File: config.mk
export PLATFORM = sky130hd
export DESIGN_NAME = fstore_dump
export DESIGN_NICKNAME = d
export VERILOG_FILES = /design/src/rtl/fstore_pkg.sv /design/src/rtl/fstore_dump.sv
export SDC_FILE = /design/constraint.sdc
export NUM_CORES = 1
export LEC_CHECK = 0
export ABC_CLOCK_PERIOD_IN_PS = 3610
export BUFFER_PORTS_ARGS = -buffer_cell sky130_fd_sc_hd__buf_2
export CAP_MARGIN = 10
export CORE_MARGIN = 5
export CORE_UTILIZATION = 55
export CTS_BUF_LIST = sky130_fd_sc_hd__clkbuf_4 sky130_fd_sc_hd__clkbuf_8
export CTS_CLUSTER_DIAMETER = 30
export DETAILED_ROUTE_END_ITERATION = 8
export PLACE_DENSITY = 0.79
export SLEW_MARGIN = 20
export SYNTH_ARGS = -nofsm -noshare
export SYNTH_HDL_FRONTEND = slang
export SYNTH_SLANG_ARGS = --single-unit
export TNS_END_PERCENT = 100
File: constraint.sdc
create_clock -name clk_p -period 3.61 [get_ports clk_p]
set_input_delay 0.361 -clock clk_p [delete_from_list [all_inputs] [get_ports clk_p]]
set_output_delay 0.361 -clock clk_p [all_outputs]
set_load 0.005 [all_outputs]
File: src/rtl/fstore_pkg.sv
// Shared definitions for the character frame store: geometry, control bytes,
// the dump FSM state encoding and the printable-character classifier.
package fstore_pkg;

  localparam int COLS      = 128;
  localparam int ROWS      = 64;
  localparam int FS_ADDR_W = 13;

  localparam logic [7:0] CH_SPACE = 8'h20;
  localparam logic [7:0] CH_CR    = 8'h0D;
  localparam logic [7:0] CH_LF    = 8'h0A;

  typedef enum logic [3:0] {
    S_IDLE    = 4'd0,
    S_READ    = 4'd1,
    S_WAIT    = 4'd2,
    S_EVAL    = 4'd3,
    S_EMIT_SP = 4'd4,
    S_EMIT_CH = 4'd5,
    S_EOL     = 4'd6,
    S_EMIT_CR = 4'd7,
    S_EMIT_LF = 4'd8,
    S_DONE    = 4'd9
  } fs_state_t;

  // Bit 7 is ignored; control codes and DEL read back as a blank cell.
  function automatic logic [7:0] fs_printable(input logic [7:0] b);
    logic [6:0] ch;
    ch = b[6:0];
    if (ch < 7'h20 || ch == 7'h7F) return CH_SPACE;
    return {1'b0, ch};
  endfunction

endpackage

File: src/rtl/fstore_dump.sv
// Scans the text frame store through port B and streams it row by row as bytes,
// dropping trailing blanks and terminating every row with CR LF.
module fstore_dump #(
  parameter int COLS   = fstore_pkg::COLS,
  parameter int ROWS   = fstore_pkg::ROWS,
  parameter int ADDR_W = fstore_pkg::FS_ADDR_W,
  parameter int RD_LAT = 1
) (
  input  logic                  clk_p,
  input  logic                  rst,
  input  logic                  start,
  output logic                  busy,
  output logic                  done,
  output logic [ADDR_W-1:0]     addrb,
  output logic                  enb,
  output logic                  web,
  input  logic [7:0]            doutb,
  output logic [7:0]            tx_data,
  output logic                  tx_valid,
  input  logic                  tx_ready,
  output fstore_pkg::fs_state_t o_dbg_state
);
  import fstore_pkg::*;

  localparam int COL_W  = $clog2(COLS);
  localparam int ROW_W  = $clog2(ROWS);
  localparam int PEND_W = COL_W + 1;
  localparam logic [1:0] WAIT_LAST = 2'(RD_LAT - 1);

  fs_state_t          r_state;
  fs_state_t          w_next;
  logic [ROW_W-1:0]   r_row;
  logic [COL_W-1:0]   r_col;
  logic [PEND_W-1:0]  r_pend;
  logic [7:0]         r_ch;
  logic [1:0]         r_wait;

  logic w_hs;
  logic w_last_col;
  logic w_last_row;
  logic w_is_space;

  // Byte transfer: a byte moves on every rising edge where tx_valid && tx_ready;
  // once tx_valid rises, tx_valid/tx_data hold until that transfer (or rst).
  assign w_hs       = tx_valid && tx_ready;
  assign w_last_col = (r_col == COL_W'(COLS - 1));
  assign w_last_row = (r_row == ROW_W'(ROWS - 1));
  assign w_is_space = (r_ch == CH_SPACE);

  always_ff @(posedge clk_p) begin
    if (rst) r_state <= S_IDLE;
    else     r_state <= w_next;
  end

  always_comb begin
    w_next = r_state;
    case (r_state)
      S_IDLE:    if (start) w_next = S_READ;
      S_READ:    w_next = S_WAIT;
      S_WAIT:    if (r_wait == WAIT_LAST) w_next = S_EVAL;
      S_EVAL: begin
        if (w_is_space)            w_next = w_last_col ? S_EOL : S_READ;
        else if (r_pend != '0)     w_next = S_EMIT_SP;
        else                       w_next = S_EMIT_CH;
      end
      S_EMIT_SP: if (w_hs && r_pend == PEND_W'(1)) w_next = S_EMIT_CH;
      S_EMIT_CH: if (w_hs) w_next = w_last_col ? S_EOL : S_READ;
      S_EOL:     w_next = S_EMIT_CR;
      S_EMIT_CR: if (w_hs) w_next = S_EMIT_LF;
      S_EMIT_LF: if (w_hs) w_next = w_last_row ? S_DONE : S_READ;
      S_DONE:    w_next = S_IDLE;
      default:   w_next = S_IDLE;
    endcase
  end

  // Counters and the captured character; pend counts blanks not yet known to be interior.
  always_ff @(posedge clk_p) begin
    if (rst) begin
      r_row  <= '0;
      r_col  <= '0;
      r_pend <= '0;
      r_ch   <= '0;
      r_wait <= '0;
    end else begin
      case (r_state)
        S_IDLE: if (start) begin
          r_row  <= '0;
          r_col  <= '0;
          r_pend <= '0;
        end
        S_READ: r_wait <= '0;
        S_WAIT: begin
          r_wait <= r_wait + 2'd1;
          if (r_wait == WAIT_LAST) r_ch <= fs_printable(doutb);
        end
        S_EVAL: if (w_is_space) begin
          r_pend <= r_pend + PEND_W'(1);
          if (!w_last_col) r_col <= r_col + COL_W'(1);
        end
        S_EMIT_SP: if (w_hs) r_pend <= r_pend - PEND_W'(1);
        S_EMIT_CH: if (w_hs && !w_last_col) r_col <= r_col + COL_W'(1);
        S_EOL:     r_pend <= '0;
        S_EMIT_LF: if (w_hs && !w_last_row) begin
          r_row <= r_row + ROW_W'(1);
          r_col <= '0;
        end
        default: ;
      endcase
    end
  end

  always_comb begin
    busy     = (r_state != S_IDLE) && (r_state != S_DONE);
    done     = (r_state == S_DONE);
    enb      = (r_state == S_READ);
    web      = 1'b0;
    addrb    = '0;
    tx_valid = 1'b0;
    tx_data  = '0;
    if (r_state == S_READ) addrb = {r_row, r_col};
    case (r_state)
      S_EMIT_SP: begin tx_valid = 1'b1; tx_data = CH_SPACE; end
      S_EMIT_CH: begin tx_valid = 1'b1; tx_data = r_ch;     end
      S_EMIT_CR: begin tx_valid = 1'b1; tx_data = CH_CR;    end
      S_EMIT_LF: begin tx_valid = 1'b1; tx_data = CH_LF;    end
      default: ;
    endcase
  end

  assign o_dbg_state = r_state;

endmodule

Word level (Yosys, flattened, before mapping)
Cells that the tools add are included.
- add/subtract/negate cells: 5
- order comparisons: 1
- eq/ne operators: 26
- mux-type cells: 34
- reductions and logical operators: 22
- operators by type and width (cell ; count):
    $pmux W8 S4 ; 2
    $mux W8 ; 5
    $pmux W4 S9 ; 1
    $mux W7 ; 5
    $mux W4 ; 7
    $pmux W7 S4 ; 1
    $ne A2 B2 Y1 const B ; 11
    $eq A4 B3 Y1 const B ; 4
    $eq A7 B7 Y1 const B ; 2
    $mux W13 ; 1
    $mux W6 ; 2
    $pmux W6 S2 ; 1
    $reduce_and A6 Y1 ; 2
    $reduce_bool A4 Y1 ; 3
    $add A8 B1 Y8 const B ; 1
    $eq A4 B2 Y1 const B ; 2
    $eq A4 B4 Y1 const B ; 2
    $eq A8 B1 Y1 const B ; 1
    $eq A8 B6 Y1 const B ; 1
    $reduce_bool A8 Y1 ; 1
    $sub A8 B1 Y8 const B ; 1
    $add A7 B1 Y7 const B ; 1
    $lt A7 B6 Y1 const B ; 1
    $add A6 B1 Y6 const B ; 1
    17 further kinds ; 29
- register bits: 35
- input bits: 12
- output and inout bits: 30
- word-level logic and storage cells: 94

Logic depth before layout (Yosys ltp)
- depth in word-level cells: 7
- depth in mapped cells: 7

Worst setup path after synthesis
No wires, ideal clock.
- kind: register to output
- start point: register r_state[1] (netlist: o_dbg_state[1])
- end point: output port addrb[10]
- arrival: 1481 ps
- slack: 1768 ps
- stages on the path, launching flop included: 7
- path through: dfxtp_1 -> buf_6 -> clkbuf_1 -> nand2b_1 -> nor3_1 -> clkbuf_1 -> and2_1
- longest elaborated chain between the ends: 2
- ends and longest elaborated chain (item ; RTL line ; RTL):
    start, declared ; fstore_dump.sv:30 ; fs_state_t r_state;
    start signal, assigned ; fstore_dump.sv:52 ; else r_state <= w_next;
    $eq A4 B1 Y1 ; -- ;
    named net enb ; fstore_dump.sv:15 ; output logic enb,
    $mux W13 ; fstore_dump.sv:120 ; if (r_state == S_READ) addrb = {r_row, r_col};
    end, declared ; fstore_dump.sv:14 ; output logic [ADDR_W-1:0] addrb,
The timed path passes the listed nets, and every way through them passes these cells.

Worst setup path in the final report
- start point: register r_state[0] (netlist: o_dbg_state[0])
- end point: output port addrb[0]
- longest elaborated chain between the ends: 2
- ends and longest elaborated chain (item ; RTL line):
    $eq A4 B1 Y1 ; fstore_dump.sv:120
    $mux W13 ; fstore_dump.sv:120
No other way between the ends.

==> key figures <==
Run status
  • Outcome: finished clean

Final layout
  • Layout overhead on the synthesized area: 11.0%
  • Most frequent cells in the layout: nor2_1, buf_2, dfxtp_1, nand2_1, a21oi_1
  • Nets: 381
  • Fillers: 388
  • Commonest non-fill, non-tap cell in the layout: nor2_1
  • Layout cells sized above 1: 16.0%
  • Sequential cell area: 681 um^2
  • Multi-input gate area: 1690 um^2
  • Antenna cells: 0
  • Final Cell Area: 2760 um^2

Floorplan
  • Die width: 77.2 um
  • # rows: 24
  • Die H: 77.2 um
  • Die area: 5960 um^2
  • IO Pins: 42
  • Initial core utilization: 56.7%
  • Core area: 4380 um^2

Routing
  • Number of vias per cell: 6.15
  • Initial DRC count: 252
  • Detailed Routing Iterations Pass 1: 4
  • Total Wirelength: 6240 um
  • Routed Antenna Nets: 0
  • # DRC: 0
  • Vias: 2,554
  • DR WL/cell: 15.0 um

Yosys
  • Async SR Flop Fraction: 0%
  • Synth area leaders: dfxtp_1, nor2_1, nand2_1, a21oi_1, and2_1
  • Yosys reg bits: 34
  • Number of distinct library cells after synthesis: 63
  • Yosys Warn Count: 0
  • Most area-hungry cell type in the Yosys netlist: dfxtp_1
  • Seq/Total Area, Yosys: 27.4%
  • Synth Cell Area: 2490 um^2
  • Syn avg cell area: 7.47 um^2
  • Post-synth EDFFs: 0
  • Post-Synthesis Cells: 333
  • Main synth FF type: dfxtp_1
  • Share of the synthesized area in the top cell type: 27.4%

STA
  • Hold Fails Final Rpt: 0
  • # setup viols final: 0
  • Post-layout min period: 2.58 ns
  • RSZ-0062 raised after global routing: false
  • Fin crit share: 71.4%
  • Clock skew: 0.00462 ns
  • Relative max-transition margin: 40.9%
  • Worst-Margin Slew: 0.885 ns
  • Max-slew violation count: 0
  • Setup TNS: 0 ns
  • FMAX: 0.388 GHz

Power
  • Sw Share: 37.1%
  • Total power draw: 1.10 mW
  • Comb pwr share: 31.6%
  • Leakage: 1.10 nW
  • Sequential share of power: 40.7%
  • Clock network fraction of design power: 27.7%
  • Max VDD drop: 0.290 mV
  • Pwr/cell area: 398 nW/um^2
  • Switching power total: 407 uW
  • Int Power: 691 uW

Worst setup path
  • Worst R2R Path Depth: 4
  • Max stage delay cell, worst path: dfxtp_1
  • Slowest stage delay, CP: 0.90 ns
  • Crit path kind: flop to output port
  • Crit end category: output port
  • Worst-path cell chain: nand2b_1 > nor3_2 > and2_1 > buf_2
  • Arrival time worst endpoint: 2.22 ns
  • CP Launch Type: flop
  • CP required: 3.25 ns
  • CP max FO: 25

Clocking
  • TritonCTS Sinks: 34
  • Post-CTS Hold Buffers: 0
  • Root Driver: clkbuf_8
  • Clock slew at the register clock pins of the worst setup and hold paths: 0.07 ns
  • CTS Buffer Depth: 2
  • Clock Latency Late Sink: 0.29 ns
  • CTS tree: yes
  • Resized Gates After CTS: 0
  • Total clock buffers created by CTS: 5
  • Setup Buffers After CTS: 0
  • CTS H-Tree Depth: 2

Placement
  • DP HPWL: 4400 um
  • Placer congestion estimate: 0.919
  • Placed inst area: 2660 um^2
  • Buffers on Ports: 38

GRT
  • Largest net degree at the start of global routing: 32
  • Overall routing resource usage: 20.3%
  • Number of global-route vias before repair: 2,170
  • Remaining global-route overflow: 0
  • First-pass GRT wire length: 10,300 um
  • Initial antenna violation count: 0

Min path
  • Worst Hold Depth: 3
  • Hold Path Class: primary input to flop

Job
  • Max Cap Violations: 0
## registers in the layout, summed over array words and instances, names as in the netlist
register     flops
o_dbg_state      4
r_col            7
r_pend           8
r_row            6
r_wait           2
r_ch             7
## final timing paths
path / from / end / slack (ns)
max: o_dbg_state[0]$_SDFFE_PP0P_ / addrb[0] / 1.03
min: doutb[2] / r_ch[2]$_SDFFE_PP0P_ / 0.33
max reg2reg: o_dbg_state[0]$_SDFFE_PP0P_ / r_col[0]$_SDFFE_PP0P_ / 1.11
min reg2reg: r_wait[0]$_SDFFE_PP0P_ / r_wait[0]$_SDFFE_PP0P_ / 0.49
## critical path, delay by kind of cell, from the launching register on
kind                   cells  cell delay, ns
and+or+nand+nor            3            0.92
DFF                        1            0.90
buffers and inverters      1            0.11
## power by group through the flow
stage               Combinational, mW  Sequential, mW  Clock, mW
floorplan                       0.290           0.421          0
global placement                0.335           0.453          0
detailed placement              0.340           0.453          0
CTS                             0.342           0.444      0.310
global route                    0.389           0.451      0.326
finish                          0.347           0.447      0.304
## per-stage QoR
stage          utilization (%)  hold WS (ns)  std cells  setup WS, ns
2_1_floorplan                -         0.454        334          1.77
3_3_place_gp              60.6         0.474        407          1.08
3_5_place_dp              60.6         0.484        407          1.06
4_1_cts                   62.8         0.325        415         0.738
5_1_grt                   62.9         0.348        415         0.816
6_report                  62.9         0.335        415          1.03
## routing by layer
metal / wire, um / share of wire (%) / global-route usage, %
met3: 460 / 7.4 / 4.92
met4: 95 / 1.5 / 6.01
met1: 2970 / 48 / 29.0
met2: 2710 / 43 / 30.1
met5: 0 / 0 / 0
## area by class of cell
type	count	share of cell area, %
Clock inverter	1	0.181
Inverter	9	1.22
Tap cell	52	2.36
Timing Repair Buffer	39	7.17
Sequential cell	34	24.7
Multi-Input combinational cell	273	61.1
Clock buffer	7	3.27
## cells in the mapped netlist, drive strengths merged (7+ instances only)
master and number:
a21oi 23, a22oi 7, and2 17, buf 8, clkbuf 10, dfxtp 34
ha 7, inv 9, nand2 33, nand3 14, nand4 8, nor2 46
nor3 7, o21ai 18
## cell families (layout without fill, tap and decap cells)
logic type | after synthesis | in the layout | share of synthesized area, %
compound gates | 89 | 89 | 24.5
xor+xnor | 5 | 5 | 1.76
fa+ha+maj | 7 | 7 | 3.52
buf+inv | 27 | 56 | 5.13
flops | 34 | 34 | 27.4
mux | 4 | 4 | 1.66
other cells | 1 | 2 | 0.151
simple gates | 166 | 166 | 35.9
(Power assumes the default switching activity.)
